==> config.mk <==
export PLATFORM = sky130hd
export DESIGN_NAME = decoder_scan_nto2n
export DESIGN_NICKNAME = d
export VERILOG_FILES = /design/src/rtl/decoder_scan_nto2n.sv
export SDC_FILE = /design/constraint.sdc
export NUM_CORES = 1
export LEC_CHECK = 0
export CORE_AREA = 2 2 60 62
export DETAILED_ROUTE_END_ITERATION = 8
export DIE_AREA = 0 0 62 64
export PLACE_DENSITY = 0.78
export SLEW_MARGIN = 15
export SYNTH_ARGS = -nofsm -noshare
export SYNTH_HDL_FRONTEND = slang
export SYNTH_SLANG_ARGS = --single-unit
==> constraint.sdc <==
create_clock -name clk -period 4.9 [get_ports clk]
set_input_delay 0.98 -clock clk [delete_from_list [all_inputs] [get_ports clk]]
set_output_delay 0.98 -clock clk [all_outputs]
set_load 0.01 [all_outputs]
==> src/rtl/decoder_scan_nto2n.sv <==
// decoder_scan_nto2n: registered SEL_W-to-2^SEL_W one-hot decoder with a scan sequencer.
// Ports:
//   clk, rst     rising-edge clock, asynchronous active-high reset
//   en           block enable (0 forces IDLE)
//   mode         00 DECODE, 01 SCAN_UP, 10 SCAN_DOWN, 11 HOLD
//   s            decode select / scan start index (with load)
//   load         scan-only pulse: idx <= s, counter cleared
//   dwell        each scan index is held for dwell+1 cycles
//   o            registered one-hot output (inverted when ACTIVE_LOW)
//   idx          index currently driven on o
//   valid        o carries a decoded line
//   wrap         one-cycle pulse on the edge idx wraps
module decoder_scan_nto2n #(
  parameter int unsigned SEL_W      = 3,
  parameter int unsigned DWELL_W    = 8,
  parameter bit          ACTIVE_LOW = 1'b0
) (
  input  logic                  clk,
  input  logic                  rst,
  input  logic                  en,
  input  logic [1:0]            mode,
  input  logic [SEL_W-1:0]      s,
  input  logic                  load,
  input  logic [DWELL_W-1:0]    dwell,
  output logic [(2**SEL_W)-1:0] o,
  output logic [SEL_W-1:0]      idx,
  output logic                  valid,
  output logic                  wrap
);

  localparam int unsigned OUT_W = 2**SEL_W;

  typedef enum logic [2:0] {
    ST_IDLE,
    ST_DECODE,
    ST_SCAN_UP,
    ST_SCAN_DOWN,
    ST_HOLD
  } state_t;

  state_t             state_q, state_d;
  logic [SEL_W-1:0]   idx_q, idx_d;
  logic [DWELL_W-1:0] cnt_q, cnt_d;
  logic               valid_q, valid_d;
  logic               wrap_q, wrap_d;
  logic [OUT_W-1:0]   o_q, o_d;
  logic [OUT_W-1:0]   onehot_c;

  // State, index and output registers
  always_ff @(posedge clk or posedge rst) begin
    if (rst) begin
      state_q <= ST_IDLE;
      idx_q   <= '0;
      cnt_q   <= '0;
      valid_q <= 1'b0;
      wrap_q  <= 1'b0;
      o_q     <= {OUT_W{ACTIVE_LOW}};
    end else begin
      state_q <= state_d;
      idx_q   <= idx_d;
      cnt_q   <= cnt_d;
      valid_q <= valid_d;
      wrap_q  <= wrap_d;
      o_q     <= o_d;
    end
  end

  // Next state is chosen from en/mode every cycle; per-state update of idx/counter
  always_comb begin
    state_d  = ST_IDLE;
    idx_d    = idx_q;
    cnt_d    = cnt_q;
    valid_d  = 1'b0;
    wrap_d   = 1'b0;
    onehot_c = '0;
    o_d      = '0;

    if (en) begin
      case (mode)
        2'b00:   state_d = ST_DECODE;
        2'b01:   state_d = ST_SCAN_UP;
        2'b10:   state_d = ST_SCAN_DOWN;
        default: state_d = ST_HOLD;
      endcase
    end

    case (state_d)
      ST_DECODE: begin
        idx_d   = s;
        cnt_d   = '0;
        valid_d = 1'b1;
      end
      ST_SCAN_UP, ST_SCAN_DOWN: begin
        valid_d = 1'b1;
        if (load) begin
          // load wins over both scan entry and a due step
          idx_d = s;
          cnt_d = '0;
        end else if (state_q != state_d) begin
          // scan entry (incl. direction change): restart dwell, keep index
          cnt_d = '0;
        end else if (cnt_q >= dwell) begin
          cnt_d = '0;
          if (state_d == ST_SCAN_UP) begin
            idx_d  = idx_q + SEL_W'(1);
            wrap_d = &idx_q;
          end else begin
            idx_d  = idx_q - SEL_W'(1);
            wrap_d = ~|idx_q;
          end
        end else begin
          cnt_d = cnt_q + DWELL_W'(1);
        end
      end
      ST_HOLD: begin
        // frozen; valid stays 0 when HOLD is entered straight from IDLE
        valid_d = valid_q;
      end
      default: begin
      end
    endcase

    if (valid_d) begin
      onehot_c = OUT_W'(1) << idx_d;
    end
    o_d = ACTIVE_LOW ? ~onehot_c : onehot_c;
  end

  assign o     = o_q;
  assign idx   = idx_q;
  assign valid = valid_q;
  assign wrap  = wrap_q;

endmodule

==> reports/metrics.yaml <==
synthArstFlopShare_pct: 100
cts_tree: "built"
clock_latency_ns: 0.32
die-area_sq_mm: 0.00397
overflow: 0
htreeDepth: 1
post_synth.cell_area_avg_sq_um: 9.65
synthCells: 164
crit_buf_inv: 2
setup-violations-final: 0
mappedNetlistNets: 194
hold_viol: 0
rows: 21
tightest_slew_ns: 0.880
end_kind: "flop"
multi_input_area_sq_um: 865
post_cts_buffers: 0
synth_cell_type_count: 50
avgRoutedWirePerCell_microns: 12.9
powerDensity_mw_per_mm2: 260
clock-sinks: 24
drc: 0
antenna_left: 0
status: "completed"
portBuffers: 29
viasPerCell: 5.37
dp_worst_setup_slack_ns: 0.971
grt_usage_pct: 17.0
p_total_mw: 0.503
final_nets: 222
hold_class: "flop to flop"
path_max_fanout: 10
finalSetupTns_ns: 0
fin_worst_skew_ns: 0.00582
cts_hold_buf: 0
yosys_warnings: 0
drive_above_1_share_pct: 8.90
ios: 30
fillers: 314
critPathMaxStageDelay_ns: 0.57
vias: 1273
areaGrowthSynthToFinish_pct: 22.1
antenna_found_initial: 0
cts_resized: 0
cts-buffers-inserted: 3
vdd_drop_max_mv: 0.175
final_cells: 237
hpwl_mm: 2.39
cp-start-kind: "input pin"
synth_edf_count: 0
finalCriticalPeriod_ns: 3.57
cp_data_required_time_ns: 5.14
synth_top_area_share_pct: 37.9
clk_pin_slew_ns: 0.13
ys.flop_type: "dfrtp_1"
worstPathArrival_ns: 3.80
yosys-top-cells-area: "dfrtp_1 38%, ha_1 9.5%, inv_1 4.3%"
coreArea_sq_mm: 0.00328
drv_slew: 0
die_h_microns: 64
dp_cells: 233
regArea_sq_um: 601
slowest_stage: "mux2i_1"
timing.fmax_ghz: 0.280
dieWidth_microns: 62
clk_path_buf_depth: 2
rsz0062_at_grt: "no"
crit_type: "input pin to flop"
synth_seq_area_share_pct: 37.9
grt_max_degree: 25
path_cells: "clkdlybuf4s50_1 -> inv_1 -> ha_1 -> nand3b_1 -> nor3_2 -> fa_1 -> xnor2_1 -> nor3_1 -> mux2i_1 -> nor3b_1"
synth_top_cell_by_area: "dfrtp_1"
crit_family: "simple AND/OR/NAND/NOR gates"
setup_ws_ns: 1.33
start_util_pct: 48.2
leakagePower_nw: 0.879
drtIter0Drc: 28
synth-seq-cells: 24
cts-root-buf: "clkbuf_4"
drt_wl_total_mm: 3.05
period_share_pct: 72.8
first_pass_iters: 5
max-cap-violations: 0
gp_congestion: 0.864
grt_pass1_wl_mm: 5.12
grt_pass1_vias: 1210
n_antenna_cell: 0
syn_area_sq_mm: 0.00158
slew_headroom_pct: 41.3
-- logic make-up after synthesis --
group                      Yosys count  share of synthesized area [%]
and+or+nand+nor                     63                           23.8
AOI/OAI and AO/OA                   32                           15.0
buffers and inverters               24                           7.43
DFF                                 24                           37.9
adders and majority gates           13                           10.8
xor gates and xnor gates             4                           2.21
muxes                                4                           2.85
-- worst register-to-register path: stages (launching register included) --
cell	delay (ns)
dfrtp_1	0.43
inv_1	0.06
ha_1	0.26
nand2b_1	0.13
a2111oi_0	0.46
o31a_2	0.27
or3b_1	0.55
nor2_1	0.19
o22a_1	0.14
-- cell type report --
| class | count | share of cell area [%] |
|---|---|---|
| Inverter | 18 | 3.50 |
| Tap cell | 46 | 2.98 |
| Sequential cell | 24 | 31.1 |
| Timing Repair Buffer | 29 | 15.0 |
| Clock inverter | 1 | 1.55 |
| Clock buffer | 3 | 1.17 |
| Multi-Input combinational cell | 116 | 44.7 |
-- placed cells by master, fill, tap and decap left out, drive strengths merged, types with 2 or more instances in the layout --
master,netlist,final
clkdlybuf4s50,0,29
dfrtp,24,24
inv,18,18
nor2,12,12
ha,12,12
nand2,11,11
nor3,9,9
o21ai,7,7
a21oi,6,6
o21a,4,4
o22a,4,4
and3,4,4
nor3b,4,4
nand3,3,3
xor2,3,3
nor2b,3,3
mux2i,3,3
clkbuf,0,3
nand2b,3,3
o22ai,2,2
nand4,2,2
a2111oi,2,2
and3b,2,2
and2,2,2
-- registers in the layout (all words and copies together), names as in the netlist --
register,flops
cnt_q,8
o,8
idx,3
state_q,3
valid,1
wrap,1
-- synthesized netlist by cell type (3+ instances only) --
master   number
dfrtp_1      24
inv_1        18
ha_1         12
nor2_1       12
nand2_1      11
a21oi_1       6
nor3_1        6
o21a_1        4
o21ai_1       4
o22a_1        4
and3_1        3
buf_4         3
mux2i_1       3
nand3_1       3
nor2b_1       3
nor3_2        3
nor3b_1       3
xor2_1        3
-- layer usage --
metal | global-route usage [%] | vias up | share of wire [%]
met2 | 29.4 | 38 | 50
met4 | 5.59 | 0 | 1.9
met1 | 21.1 | 601 | 44
li1 | - | 626 | -
met5 | 0 | - | 0
met3 | 2.02 | 8 | 4.4
-- metrics by stage --
step	hold slack [ns]	instance area, sq um	util (%)
after floorplan	0.487	1580	-
after global placement	0.512	1880	57.3
after detailed placement	0.526	1880	57.3
after CTS	0.545	1930	58.9
after global routing	0.591	1930	58.9
final	0.547	1930	58.9
-- report_power, final --
part / switching, mW / internal [mW] / total (mW)
Clock: 0.0600 / 0.0827 / 0.143
Sequential: 0.0130 / 0.211 / 0.224
Combinational: 0.0685 / 0.0678 / 0.136
Total: 0.142 / 0.362 / 0.503
-- worst paths after layout --
kind	slack, ns	from	end	cells after the start
max in group asynchronous	3.22	rst	cnt_q[3]$_DFFE_PP0N_	2
setup / recovery	1.33	mode[0]	o[6]$_DFF_PP0_	10
min in group asynchronous	1.14	rst	cnt_q[7]$_DFFE_PP0N_	2
setup reg to reg	2.36	cnt_q[0]$_DFFE_PP0N_	cnt_q[3]$_DFFE_PP0N_	8
hold reg to reg	0.55	cnt_q[0]$_DFFE_PP0N_	cnt_q[0]$_DFFE_PP0N_	1
hold / removal	0.55	cnt_q[0]$_DFFE_PP0N_	cnt_q[0]$_DFFE_PP0N_	1
Note: power is estimated with default switching activity, not from simulation.
==> RTL edit 1 (same flow settings) <==
The output `o` loses its register stage (`o_q` becomes a continuous assignment).
--- a/src/rtl/decoder_scan_nto2n.sv
+++ b/src/rtl/decoder_scan_nto2n.sv
@@ -55,5 +55,4 @@
       valid_q <= 1'b0;
       wrap_q  <= 1'b0;
-      o_q     <= {OUT_W{ACTIVE_LOW}};
     end else begin
       state_q <= state_d;
@@ -62,7 +61,8 @@
       valid_q <= valid_d;
       wrap_q  <= wrap_d;
-      o_q     <= o_d;
     end
   end
+
+  assign o_q = o_d;
 
   // Next state is chosen from en/mode every cycle; per-state update of idx/counter
Behaviour: not the same (a bounded check fails within 4 cycles, from zero or initial values and one cycle with rst high).
==> RTL edit 1 against the unedited design <==
  * Total power is 14% lower
  * Cell area is 5.0% higher
  * Sequential cell count is 8 lower
  * Synthesized area is 8.1% lower
  * Critical path type is now in2out
  * Critical endpoint is now o[0]
  * Setup slack worse by 1.1 ns
  * Register-to-register slack worse by 0.12 ns
  * Routed wire length is 23% higher
  * Via count is 12% higher
  * Cell count is 13% higher
  * Die area stayed put
  * Maximum frequency is 24% lower
  * First-iteration DRC count is 130% higher
==> RTL edit 1: results (changes against the unedited design) <==
status: "complete, no violations"  # unchanged
grt_start_max_net_pins: 17  # was 25
grt.total_usage_pct: 20.19  # was 16.97%
clk_pin_slew_worst_paths_ns: 0.10  # was 0.13 ns
place_congestion: 0.8625  # was 0.8644
grt_first_pass_wirelength_um: 6099  # was 5119 um
synthTopCellsByArea: "dfrtp_1 28%, ha_1 10%, o21ai_0 4.5%"  # was dfrtp_1 38%, ha_1 9.5%, inv_1 4.3%
clkLatencyLatePin_ns: 0.29  # was 0.32 ns
vdd_drop_max_mv: 0.1329  # was 0.1747 mV
grt.met3_usage_pct: 4.049  # was 2.024%
grt_pass1_vias: 1402  # was 1,210
worstPathArrival_ns: 3.70  # was 3.80 ns
via_per_inst: 5.321  # was 5.371
postCtsSetupBuffers: 5  # was 0
critical_path.max_fanout: 4  # was 10
grtUsageMet1_pct: 24.78  # was 21.09%
power_density_nw_per_um2: 214.4  # was 260.3 nW/um2
avgRoutedWirePerCell_um: 14.04  # was 12.88 um
dp_hpwl_um: 2808  # was 2386 um
pg_seq_mw: 0.155  # was 0.224 mW
dp.cells: 258  # was 233
pg_clk_mw: 0.0876  # was 0.143 mW
drtIter0Drc: 64  # was 28
synth.top_cells.by_count: "16 x dfrtp_1, 16 x inv_1, 13 x o21ai_0, 12 x ha_1, 11 x nand2_1"  # was 24 x dfrtp_1, 18 x inv_1, 12 x ha_1, 12 x nor2_1, 11 x nand2_1
crit_slowest_cell: "fa_2"  # was mux2i_1
maxSlewHeadroom_pct: 56.61  # was 41.28%
yosysUniqueCellTypes: 51  # was 50
cpPeakStageDelay_ns: 0.46  # was 0.57 ns
leakage_nw: 0.9512  # was 0.8786 nW
drt_pass1_iterations: 4  # was 5
cts_resized: 24  # was 0
yosysSeqAreaShare_pct: 27.52  # was 37.94%
cp_top_family: "buffers and inverters"  # was simple AND/OR/NAND/NOR gates
met2_usage_pct: 35.03  # was 29.43%
-- RTL edit 1: cell type report --
class                      instances  area (um2)
fill                             305        1255
tap                               46       57.56
clock buffer                       4       36.28
multi-input combinational        130        1010
sequential                        16       400.4
inverter                          17       63.81
timing repair buffer              55       461.7
-- RTL edit 1: cells by family after synthesis --
logic type	after synthesis	share of synthesized area (%)
fa+ha+maj	13	11.69
xor+xnor	5	3.009
compound gates	39	19.35
simple gates	68	27.34
flops	16	27.51
mux	5	3.783
buf+inv	22	7.308
-- RTL edit 1: stage by stage --
| stage | TNS [ns] | instance area, um2 | setup slack, ns | hold WS, ns |
|---|---|---|---|---|
| 2_1_floorplan | 0 | 1455 | 0.5117 | 0.4968 |
| 3_3_place_gp | -2.260 | 1911 | -0.2997 | 0.5165 |
| 3_5_place_dp | -3.467 | 1911 | -0.4657 | 0.5373 |
| 4_1_cts | 0 | 1987 | 0.2436 | 0.5621 |
| 5_1_grt | -0.08572 | 2029 | -0.04265 | 0.6131 |
| 6_report | 0 | 2029 | 0.2177 | 0.5574 |
-- RTL edit 1: path summary, 6_finish.rpt --
kind,start,to,slack [ns]
max,mode[1],o[0],0.22
max in group asynchronous,rst,idx[0]$_DFF_PP0_,3.41
min in group asynchronous,rst,valid$_DFF_PP0_,1.07
min,cnt_q[1]$_DFFE_PP0N_,cnt_q[1]$_DFFE_PP0N_,0.56
max reg2reg,cnt_q[0]$_DFFE_PP0N_,cnt_q[3]$_DFFE_PP0N_,2.24
min reg2reg,cnt_q[1]$_DFFE_PP0N_,cnt_q[1]$_DFFE_PP0N_,0.56
-- RTL edit 1: layer usage --
layer  routed length, um  vias up
met3                 147        4
met1                1591      675
met2                1981       31
met4                  41        0
met5                   0        -
li1                    -      716
==> RTL edit 2 (config.mk and constraints unchanged) <==
Without the edit above. Set the parameter `SEL_W` to 4 (it was 3).
--- a/src/rtl/decoder_scan_nto2n.sv
+++ b/src/rtl/decoder_scan_nto2n.sv
@@ -12,5 +12,5 @@
 //   wrap         one-cycle pulse on the edge idx wraps
 module decoder_scan_nto2n #(
-  parameter int unsigned SEL_W      = 3,
+  parameter int unsigned SEL_W      = 4,
   parameter int unsigned DWELL_W    = 8,
   parameter bit          ACTIVE_LOW = 1'b0
Interface: changed (resized idx, o and s); port bits go from 30 to 40. No check against the original RTL was run, so the function may have changed too.
==> RTL edit 2 against the unedited design <==
  * Cell area up 28%
  * Total power rose by 37%
  * Sequential share of layout area increased by 2.3 points
  * Synthesized cell count is 23% higher
  * Routed wire length grew 48%
  * Setup slack worse by 0.43 ns
  * Synthesized area is 26% higher
  * Clock skew is 0.0011 ns lower
  * Sequential cell count rose by 9
  * Largest cell class unchanged
  * Highest routed layer unchanged
==> RTL edit 2: results (changes against the unedited design) <==
r2r-start: "cnt_q[2]$_DFFE_PP0N_"  # was cnt_q[0]$_DFFE_PP0N_
port_buffers: 39  # was 29
drt-total-wl_um: 4503  # was 3052 um
drtIter0Drc: 69  # was 28
grt.total_usage_pct: 25.76  # was 16.97%
clkLatencyLatePin_ns: 0.34  # was 0.32 ns
startpoint: "mode[1]"  # was mode[0]
comb_power_share_pct: 33.6  # was 27.1%
grtUsageMet1_pct: 31.12  # was 21.09%
hold_ws_ns: 0.5435  # was 0.5466 ns
dp_hpwl_um: 3516  # was 2386 um
nFillCells: 228  # was 314
worstMarginPinSlew_ns: 0.6709  # was 0.8799 ns
synthesis.nets: 235  # was 194
avgRoutedWirePerCell_um: 15.37  # was 12.88 um
leakage_nw: 1.092  # was 0.8786 nW
p_int_mw: 0.4413  # was 0.3617 mW
r2r_slack_ns: 2.32  # was 2.36 ns
cpPeakStageDelay_ns: 0.51  # was 0.57 ns
min_from: "cnt_q[2]$_DFFE_PP0N_"  # was cnt_q[0]$_DFFE_PP0N_
wl_met2_um: 2276  # was 1511 um
drive_gt1_share_pct: 13.36  # was 8.901%
layout_worst_path_cycle_share_pct: 81.67  # was 72.81%
via_per_inst: 5.799  # was 5.371
synth.top_cells.by_count: "33 x dfrtp_1, 20 x inv_1, 14 x ha_1"  # was 24 x dfrtp_1, 18 x inv_1, 12 x ha_1, 12 x nor2_1, 11 x nand2_1
cts-htree-levels: 2  # was 1
r2r-end: "o[14]$_DFF_PP0_"  # was cnt_q[3]$_DFFE_PP0N_
drt_pass1_iterations: 4  # was 5
top_power_group: "sequential cells"  # unchanged
vdd_drop_max_mv: 0.2286  # was 0.1747 mV
rr_worst_depth: 8  # unchanged
fin_area_um2: 2477  # was 1933 um2
status: "complete, no violations"  # unchanged
worstPathArrival_ns: 4.23  # was 3.80 ns
dp.cells: 285  # was 233
clk_pin_slew_worst_paths_ns: 0.10  # was 0.13 ns
p_comb_mw: 0.232  # was 0.136 mW
synthTopCellsByArea: "dfrtp_1 41%, ha_1 8.8%, nor4_2 5.6%"  # was dfrtp_1 38%, ha_1 9.5%, inv_1 4.3%
yosysSeqAreaShare_pct: 41.33  # was 37.94%
cts_made_buffers: 5  # was 3
endpoint: "o[2]$_DFF_PP0_"  # was o[6]$_DFF_PP0_
holdPathEnd: "cnt_q[2]$_DFFE_PP0N_"  # was cnt_q[0]$_DFFE_PP0N_
ys_async_sr_fraction_pct: 100.0  # unchanged
drt-met1-wl_um: 1898  # was 1348 um
dpl-instance-area_um2: 2426  # was 1881 um2
grt_start_max_net_pins: 34  # was 25
yosysUniqueCellTypes: 48  # was 50
nets: 279  # was 222
syn_inst: 202  # was 164
grt_pass1_vias: 1660  # was 1,210
grt.met3_usage_pct: 6.478  # was 2.024%
grt_first_pass_wirelength_um: 7486  # was 5119 um
met2_usage_pct: 43.10  # was 29.43%
place_congestion: 0.8760  # was 0.8644
met3_length_um: 212  # was 134 um
dp_slack_ns: 0.6041  # was 0.9708 ns
critical_path.max_fanout: 9  # was 10
==> RTL edit 2: changes by cell type after synthesis, sizes merged, moves of 4 or more <==
cell   delta
nor4     +15
a21oi     +4
o22a      -4
nor3      +5
dfrtp     +9
inv       +5
nor3b     -4
o21ai     +8
nand3     +4
==> RTL edit 2: final cells by class <==
type                       count  area share [%]
sequential                    33           33.33
tap                           46           2.323
timing repair buffer          40           16.06
clock buffer                   6           1.667
multi-input combinational    143           42.42
clock inverter                 2          0.4040
inverter                      23           3.788
==> RTL edit 2: logic make-up (layout without fill, tap and decap cells) <==
group | count (synthesis) | after routing | share of synthesized area [%]
simple gates | 80 | 80 | 25.11
compound gates | 38 | 38 | 12.27
flops | 33 | 33 | 41.33
buf+inv | 26 | 71 | 6.074
fa+ha+maj | 15 | 15 | 9.768
xor+xnor | 5 | 5 | 2.192
mux | 5 | 5 | 3.256
